[config.mk]
export PLATFORM = sky130hd
export DESIGN_NAME = sumavimas_kanalai
export DESIGN_NICKNAME = d
export VERILOG_FILES = /design/src/rtl/sumavimas_kanalai.sv
export SDC_FILE = /design/constraint.sdc
export NUM_CORES = 1
export LEC_CHECK = 0
export ABC_AREA = 1
export CAP_MARGIN = 10
export CORE_AREA = 4 4 249 202
export DETAILED_ROUTE_END_ITERATION = 10
export DIE_AREA = 0 0 253 206
export HOLD_SLACK_MARGIN = 0.08
export PLACE_DENSITY = 0.65
export SLEW_MARGIN = 20
export SYNTH_ARGS = -nofsm -noshare
export SYNTH_HDL_FRONTEND = slang
export SYNTH_SLANG_ARGS = --single-unit
[constraint.sdc]
create_clock -name clk -period 5.2 [get_ports clk]
set_input_delay 1.04 -clock clk [delete_from_list [all_inputs] [get_ports clk]]
set_output_delay 1.04 -clock clk [all_outputs]
set_load 0.005 [all_outputs]
[src/rtl/sumavimas_kanalai.sv]
// Multi-channel time-interval summer: per-channel edge detect, signed fine/coarse combine,
// clamp, optional averaging, and a round-robin valid/ready output stream.
module sumavimas_kanalai #(
  parameter int KANALU        = 4,
  parameter int SIZE_FRONTU   = 8,
  parameter int SIZE_GRUBUS   = 8,
  parameter int SIZE_LAIKAS   = 16,
  parameter int KOEF          = 50,
  parameter int DAUGIKLIS     = 10,
  parameter int VIDURKIS_LOG2 = 0,
  localparam int KW = (KANALU > 1) ? $clog2(KANALU) : 1
) (
  input  logic                          clk,
  input  logic                          rst,
  input  logic [KANALU-1:0]             enable,
  input  logic [KANALU*SIZE_FRONTU-1:0] teigiamas_f,
  input  logic [KANALU*SIZE_FRONTU-1:0] neigiamas_f,
  input  logic [KANALU*SIZE_GRUBUS-1:0] grubus,
  output logic [SIZE_LAIKAS-1:0]        laikas,
  output logic [KW-1:0]                 kanalas,
  output logic                          prisotinta,
  output logic                          valid,
  input  logic                          ready,
  input  logic                          isvalyti,
  output logic [KANALU-1:0]             perpildymas
);

  localparam int AW = SIZE_LAIKAS + VIDURKIS_LOG2;
  localparam int CW = VIDURKIS_LOG2 + 1;
  localparam int TW = SIZE_GRUBUS + SIZE_FRONTU + 34;
  localparam logic [CW-1:0] CNT_FULL = CW'(2 ** VIDURKIS_LOG2);
  localparam logic [TW-1:0] LMAX = {{(TW-SIZE_LAIKAS){1'b0}}, {SIZE_LAIKAS{1'b1}}};

  logic [KANALU-1:0]      enable_d, ev;
  logic [KANALU-1:0]      c_v, s_v, s_sat, satacc, pend_v, pend_s;
  logic [SIZE_FRONTU-1:0] c_t [KANALU];
  logic [SIZE_FRONTU-1:0] c_n [KANALU];
  logic [SIZE_GRUBUS-1:0] c_g [KANALU];
  logic [SIZE_LAIKAS-1:0] s_val [KANALU];
  logic [AW-1:0]          acc [KANALU];
  logic [AW-1:0]          acc_sum [KANALU];
  logic [CW-1:0]          cnt [KANALU];
  logic [CW-1:0]          cnt_inc [KANALU];
  logic [SIZE_LAIKAS-1:0] pend_l [KANALU];
  logic [SIZE_LAIKAS-1:0] wr_l [KANALU];
  logic [KANALU-1:0]      done, wr_s, drain;

  logic [KW-1:0] rr_start, sel, arb_idx;
  logic          found, load;

  // Returns {sat, sample}; the intermediate is wide enough that no input combination wraps.
  function automatic logic [SIZE_LAIKAS:0] sample_of(input logic [SIZE_GRUBUS-1:0] g,
                                                     input logic [SIZE_FRONTU-1:0] tp,
                                                     input logic [SIZE_FRONTU-1:0] ng);
    logic signed [SIZE_FRONTU:0] d;
    logic signed [TW-1:0]        t;
    d = $signed({1'b0, tp}) - $signed({1'b0, ng});
    t = $signed({{(TW-SIZE_GRUBUS){1'b0}}, g}) * $signed(TW'(KOEF))
      + TW'(d) * $signed(TW'(DAUGIKLIS));
    if (t < 0)
      return {1'b1, {SIZE_LAIKAS{1'b0}}};
    else if (t > $signed(LMAX))
      return {1'b1, {SIZE_LAIKAS{1'b1}}};
    else
      return {1'b0, t[SIZE_LAIKAS-1:0]};
  endfunction

  assign ev   = enable & ~enable_d;
  assign load = ~valid | ready;

  always_comb begin
    for (int c = 0; c < KANALU; c++) begin
      acc_sum[c] = acc[c] + AW'(s_val[c]);
      cnt_inc[c] = cnt[c] + 1'b1;
      done[c]    = s_v[c] && (cnt_inc[c] == CNT_FULL);
      wr_l[c]    = SIZE_LAIKAS'(acc_sum[c] >> VIDURKIS_LOG2);
      wr_s[c]    = satacc[c] | s_sat[c];
    end
  end

  // Round-robin search begins at rr_start, which holds last winner + 1.
  always_comb begin
    found   = 1'b0;
    sel     = '0;
    arb_idx = '0;
    for (int i = 0; i < KANALU; i++) begin
      arb_idx = KW'((int'(rr_start) + i) % KANALU);
      if (!found && pend_v[arb_idx]) begin
        found = 1'b1;
        sel   = arb_idx;
      end
    end
    for (int c = 0; c < KANALU; c++)
      drain[c] = load && found && (sel == KW'(c));
  end

  always_ff @(posedge clk) begin
    if (rst) begin
      enable_d    <= enable;
      c_v         <= '0;
      s_v         <= '0;
      s_sat       <= '0;
      satacc      <= '0;
      pend_v      <= '0;
      pend_s      <= '0;
      perpildymas <= '0;
      valid       <= 1'b0;
      laikas      <= '0;
      kanalas     <= '0;
      prisotinta  <= 1'b0;
      rr_start    <= '0;
      for (int c = 0; c < KANALU; c++) begin
        c_t[c]    <= '0;
        c_n[c]    <= '0;
        c_g[c]    <= '0;
        s_val[c]  <= '0;
        acc[c]    <= '0;
        cnt[c]    <= '0;
        pend_l[c] <= '0;
      end
    end else begin
      enable_d <= enable;
      c_v      <= ev;
      s_v      <= c_v;
      for (int c = 0; c < KANALU; c++) begin
        if (ev[c]) begin
          c_t[c] <= teigiamas_f[c*SIZE_FRONTU +: SIZE_FRONTU];
          c_n[c] <= neigiamas_f[c*SIZE_FRONTU +: SIZE_FRONTU];
          c_g[c] <= grubus[c*SIZE_GRUBUS +: SIZE_GRUBUS];
        end
        if (c_v[c])
          {s_sat[c], s_val[c]} <= sample_of(c_g[c], c_t[c], c_n[c]);
        if (s_v[c]) begin
          if (done[c]) begin
            acc[c]    <= '0;
            satacc[c] <= 1'b0;
            cnt[c]    <= '0;
          end else begin
            acc[c]    <= acc_sum[c];
            satacc[c] <= wr_s[c];
            cnt[c]    <= cnt_inc[c];
          end
        end
        if (done[c]) begin
          pend_v[c] <= 1'b1;
          pend_l[c] <= wr_l[c];
          pend_s[c] <= wr_s[c];
        end else if (drain[c]) begin
          pend_v[c] <= 1'b0;
        end
        // Overflow set has priority over the clear pulse.
        if (done[c] && pend_v[c] && !drain[c])
          perpildymas[c] <= 1'b1;
        else if (isvalyti)
          perpildymas[c] <= 1'b0;
      end
      if (load) begin
        if (found) begin
          valid      <= 1'b1;
          laikas     <= pend_l[sel];
          prisotinta <= pend_s[sel];
          kanalas    <= sel;
          rr_start   <= (int'(sel) == KANALU - 1) ? '0 : sel + 1'b1;
        end else begin
          valid <= 1'b0;
        end
      end
    end
  end

endmodule

==> reports/metrics.cfg, run 1 <==
[run_status]
status=finished, final reports clean

[clocking]
clockBufferDepth=3
cts_resized=0
cts_buffers=37
cts_post_setup_buffers_inserted=0
cts_root_buf=clkbuf_16
cts_tree=done
clock_latency_ns=0.55
cts_sinks=329
cts-hold-fix-buffers=0
path_clk_slew_ns=0.06
htree_levels=2

[placed_design]
dpl_cell_area_sq_um=25500
hpwl_mm=40.6
dp_cells=3601
place_congestion=0.905
port_buffers=126

[timing]
relSlewSlack_pct=41.9
tightest_slew_ns=0.868
finalHoldViolCount=0
period_minus_slack_ns=4.80
slew_violations=0
finalClockSkew_ns=0.0166
fmax_ghz=0.209
timing.final.crit_share_pct=92.2
finalSetupViolations=0
holdWs_ns=0.462

[synthesis]
synthXorXnorAreaFrac_pct=6.45
synth_compound_area_share_pct=8.87
synthFlopType=edfxtp_1
avgSynthCellArea_sq_um=8.19
synthArstFlopShare_pct=0
synth_edf_count=220
yosysSeqAreaShare_pct=37.2
synth_fa_ha_area_share_pct=18.9
synthMuxAreaShare_pct=0
ys_types=45
yosys.area_share.simple_pct=18.9
ys_ff_latch=329
yosys_warnings=0
synth_area_sq_um=23600
synth_top_family_by_area=adder cells
syn_inst=2884

[grt]
grt_pass1_vias=18900
grt_antenna_before_repair=0
grt_overflow=0
grt_pass1_wl_mm=87.8
grt_max_degree=39
gr-usage-all-layers_pct=20.2

[floorplanning]
io_pins=128
dieArea_sq_um=52100
core_area_sq_um=47900
die-height_um=206
rows=72
start_util_pct=49.3
die_width_um=253

[worst_setup_path]
critical-path-max-stage-delay_ns=0.46
end_kind=flop
cp-startpoint=c_n[2][0]
cp.arrival_ns=5.28
path_max_fanout=14
rr_worst_depth=26
crit_path_top_delay_cell=fa_1
critical_path_class=reg -> reg
cp.required_ns=5.69
timing.rr.start=c_n[2][0]
cp-start-kind=flop

[routing]
wl_met2_mm=24.0
wl_met3_mm=2.33
vias=18700
top_layer=met4
avgRoutedWirePerCell_um=14.1
drtIter0Drc=1064
antenna_left=0
routed_via_density=5.10
drt_pre_antenna_iters=5
drc=0
wl_met1_mm=24.0
wl_mm=51.6

[pwr]
total_power_w=0.0128
p_per_area_nw_per_um2=479
power.leakage_nw=13.2
ir_drop_uv=280

[finish]
final_cells=3666
layout-drive-gt1-share_pct=3.95
fin_area_sq_um=26700
num-fill-cells=4428
n_antenna_cell=0
fin_nets=3457
areaGrowthSynthToFinish_pct=13.1

[worst_hold_path]
min_from=s_val[57]
hold_path_depth=2
hp-class=reg -> reg

[job]
cap_violations=0

-- cells by family (layout without fill, tap and decap cells) --
kind of cell	after synthesis	after routing
AOI/OAI and AO/OA	372	372
buffers and inverters	594	743
DFF	329	329
and+or+nand+nor	1072	1072
other	1	5
adders and majority gates	342	342
xor gates and xnor gates	174	174
-- cell usage in the layout, fill, tap and decap left out, drive strengths merged, types with 3 or more instances in the layout --
master         count
a211oi             3
conb               5
xor2              98
ha               318
clkdlybuf4s50    125
o21bai            23
edfxtp           220
a31oi             21
clkbuf            47
a21oi            174
o21ai            108
o22ai              8
o311ai             4
nor4               4
clkinv            14
buf               13
inv              543
dfxtp            109
nor2             338
fa                24
nand3            126
a21o              18
o2111ai            3
nand4             40
a21boi             6
nand2            526
xnor2             76
or2                6
nand3b            16
nor3              16
-- power breakdown --
group / total, W / switching (W) / internal (W)
Clock: 0.00245 / 0.00107 / 0.00137
Sequential: 0.00318 / 0.000154 / 0.00303
Combinational: 0.00716 / 0.00449 / 0.00267
-- through the flow --
| step | setup WS, ns | TNS [ns] | util [%] |
|---|---|---|---|
| after global placement | 0.229 | 0 | 53.2 |
| after CTS | 0.0626 | 0 | 55.6 |
| after global routing | -0.00732 | -0.00732 | 55.7 |
| final | 0.404 | 0 | 55.7 |
| after floorplan | 0.594 | 0 | - |
| after detailed placement | 0.108 | 0 | 53.3 |
-- registers in the layout, indices dropped and copies added, names as in the netlist, 15 cells and up --
register / flops
s_val: 56
c_n: 32
c_t: 32
pend_l: 60
acc: 60
laikas: 15
c_g: 32
-- Yosys cell counts, types with 3 or more instances --
cell | count | area [sq um]
fa_1 | 24 | 480
o2111ai_1 | 3 | 26.3
nor2_1 | 337 | 1260
o21ai_1 | 3 | 15.0
a31oi_1 | 21 | 131
nand3_2 | 3 | 30.0
nand2_2 | 9 | 56.3
a21o_1 | 18 | 135
o21ai_0 | 103 | 515
nor4_1 | 4 | 25.0
edfxtp_1 | 220 | 6610
inv_2 | 9 | 33.8
buf_6 | 4 | 45.0
inv_1 | 530 | 1990
ha_1 | 318 | 3980
nand3b_1 | 16 | 120
a21boi_0 | 6 | 45.0
nor3_1 | 16 | 80.1
xor2_1 | 98 | 858
clkbuf_1 | 34 | 128
o21bai_1 | 21 | 158
nand2_1 | 517 | 1940
o311ai_0 | 4 | 35.0
a211oi_1 | 3 | 22.5
buf_2 | 9 | 45.0
a21oi_1 | 173 | 866
nand3_1 | 121 | 606
xnor2_1 | 76 | 666
or2_2 | 6 | 37.5
nand4_1 | 40 | 250
buf_4 | 6 | 45.0
o22ai_1 | 8 | 50.1
dfxtp_1 | 109 | 2180
-- per-layer routing --
metal,GRT usage (%),up-vias
met5,0,-
met4,6.28,0
met3,3.33,88
met2,34.1,321
met1,26.7,8681
li1,-,9615
-- critical path: cells and delay by family, from the launching register on --
kind | cells | cell delay [ns]
xor+xnor | 2 | 0.35
fa+ha+maj | 5 | 1.76
flops | 1 | 0.36
simple gates | 9 | 1.08
compound gates | 5 | 0.83
buf+inv | 5 | 0.34
-- area by class of cell --
type,instances,area [sq um],area share (%)
multi-input combinational,1965,12700,47.4
sequential,329,8790,32.9
inverter,540,2030,7.60
timing repair buffer,138,1350,5.04
clock buffer,47,1000,3.76
tap,629,787,2.95
clock inverter,18,98.8,0.370
-- final timing paths --
kind	slack (ns)	to
hold / removal	0.46	s_val[57]
setup reg to reg	0.40	s_val[19]
setup / recovery	0.40	s_val[19]
hold reg to reg	0.46	s_val[57]
Note: power is estimated with default switching activity, not from simulation.
==> inputs of run 2 (changes only) <==
--- a/config.mk
+++ b/config.mk
@@ -7,9 +7,9 @@
 export LEC_CHECK = 0
 export ABC_AREA = 1
 export CAP_MARGIN = 10
-export CORE_AREA = 4 4 249 202
+export CORE_AREA = 3 3 248 201
 export DETAILED_ROUTE_END_ITERATION = 10
-export DIE_AREA = 0 0 253 206
+export DIE_AREA = 0 0 251 204
 export HOLD_SLACK_MARGIN = 0.08
 export PLACE_DENSITY = 0.65
 export SLEW_MARGIN = 20
==> run 2 against run 1 <==
Utilization up 1.3 points. Global-route usage increased by 0.27 points. Final cell count hardly changed. Count of clock-buffer cells in the layout increased by 5. Via count decreased by 0.78%. First-iteration DRC count increased by 8.5%. Routed wire length up 0.39%. Worst setup slack lost 0.042 ns. Critical path type unchanged. Critical endpoint is now s_val[58].
==> reports/metrics.cfg, run 2 (same netlist as run 1, synthesis figures left out) <==
[run_status]
status=finished, final reports clean

[clocking]
cts_sinks=329
cts_tree=done
clockBufferDepth=3
cts_root_buf=clkbuf_16
clock_latency_ns=0.56
htree_levels=2
path_clk_slew_ns=0.06
cts_buffers=37

[grt]
gr-usage-all-layers_pct=20.4
grt_pass1_wl_mm=87.4
grt_max_degree=39
grt_pass1_vias=18500
grt_overflow=0
grt_antenna_before_repair=0

[routing]
drtIter0Drc=1154
wl_mm=51.9
antenna_left=0
routed_via_density=5.06
drc=0
vias=18600
drt_pre_antenna_iters=6
avgRoutedWirePerCell_um=14.1

[floorplanning]
dieArea_sq_um=51200
core_area_sq_um=47300
io_pins=128
start_util_pct=50.0
die-height_um=204
rows=71
die_width_um=251

[worst_setup_path]
path_max_fanout=7
crit_path_top_delay_cell=fa_1
cp.arrival_ns=5.28
end_kind=flop
critical_path_class=reg -> reg
cp-start-kind=flop
cp.required_ns=5.64
critical-path-max-stage-delay_ns=0.47
cp_common_cell=nand2_1

[timing]
finalClockSkew_ns=0.0222
slew_violations=0
tightest_slew_ns=0.831
fmax_ghz=0.207
relSlewSlack_pct=44.4
timing.final.crit_share_pct=93.1
finalHoldViolCount=0
finalSetupViolations=0
period_minus_slack_ns=4.84
layout_setup_ws_ns=0.361
tns_ns=0
rsz0062_at_grt=true

[finish]
areaGrowthSynthToFinish_pct=14.2
final_cells=3665
top_regs=acc x60, pend_l x60, s_val x56
layout_common_cells=529 x inv_1, 514 x nand2_1, 337 x nor2_1
n_antenna_cell=0
layout_commonest_cell=inv_1
fin_nets=3463
layout-drive-gt1-share_pct=4.43

[pwr]
total_power_w=0.0132
p_per_area_nw_per_um2=488
ir_drop_uv=274
power.leakage_nw=13.3

[placed_design]
place_congestion=0.865
dp_cells=3592
place_ws_ns=0.103
hpwl_mm=40.4
port_buffers=126

[job]
cap_violations=0

[worst_hold_path]
hp-class=reg -> reg

## run 2: cell types whose count changed in the layout (fill, tap and decap cells not counted), moves of 3 or more
cell	before	now
clkinv_1	7	3
o21ai_1	14	19
xor2_2	2	6
xor2_1	96	92
o21ai_0	82	79
buf_4	12	16
clkinv_2	6	3
bufinv_16	0	5
clkbuf_1	7	10
nand3_1	121	118
## run 2: stage by stage
| stage | utilization [%] | instance area (sq um) | hold slack [ns] |
|---|---|---|---|
| floorplan | - | 23600 | 0.402 |
| global placement | 54.0 | 25500 | 0.454 |
| detailed placement | 54.0 | 25500 | 0.452 |
| CTS | 56.7 | 26800 | 0.464 |
| global route | 57.1 | 27000 | 0.486 |
| finish | 57.1 | 27000 | 0.459 |
## run 2: path summary, 6_finish.rpt
check	slack, ns	from	cells past startpoint	end
setup / recovery	0.36	c_n[0][0]	26	s_val[58]
hold / removal	0.46	s_val[9]	2	s_val[9]
setup reg to reg	0.36	c_n[0][0]	26	s_val[58]
hold reg to reg	0.46	s_val[9]	2	s_val[9]
## run 2: power breakdown
group	total, W	internal, W	switching (W)	leakage, nW
clock	0.00275	0.00168	0.00107	0.620
sequential	0.00318	0.00303	0.000153	3.20
combinational	0.00723	0.00270	0.00453	9.50
## run 2: what timing repair did
item	in CTS	in global routing
gates resized for setup	0	42
setup endpoints to repair	0	60
setup buffers	0	4
hold buffers	0	0
## run 2: worst max-delay path: cells and delay by family, from the launching register on
kind,cells,cell delay (ns)
adder cells (fa/ha/maj),5,1.76
AO/OA/AOI/OAI,8,1.19
AND/OR/NAND/NOR,7,0.70
flip-flops,1,0.38
XOR/XNOR,2,0.37
buffers and inverters,4,0.31
## run 2: area by class of cell
class | instances | area (sq um)
clock buffers | 52 | 1070
fillers | 4307 | 20300
multi-input cells | 1967 | 12700
clock inverters | 15 | 210
well taps | 620 | 776
repair buffers | 142 | 1380
flip-flops and latches | 329 | 8790
inverters | 540 | 2030
## run 2: routing by layer
metal	vias to the layer above	part of all wire, %	track usage (%)
li1	9637	-	-
met1	8536	48	27.6
met2	318	46	35.2
met3	68	3.9	2.51
met4	0	1.8	4.85
met5	-	0	0
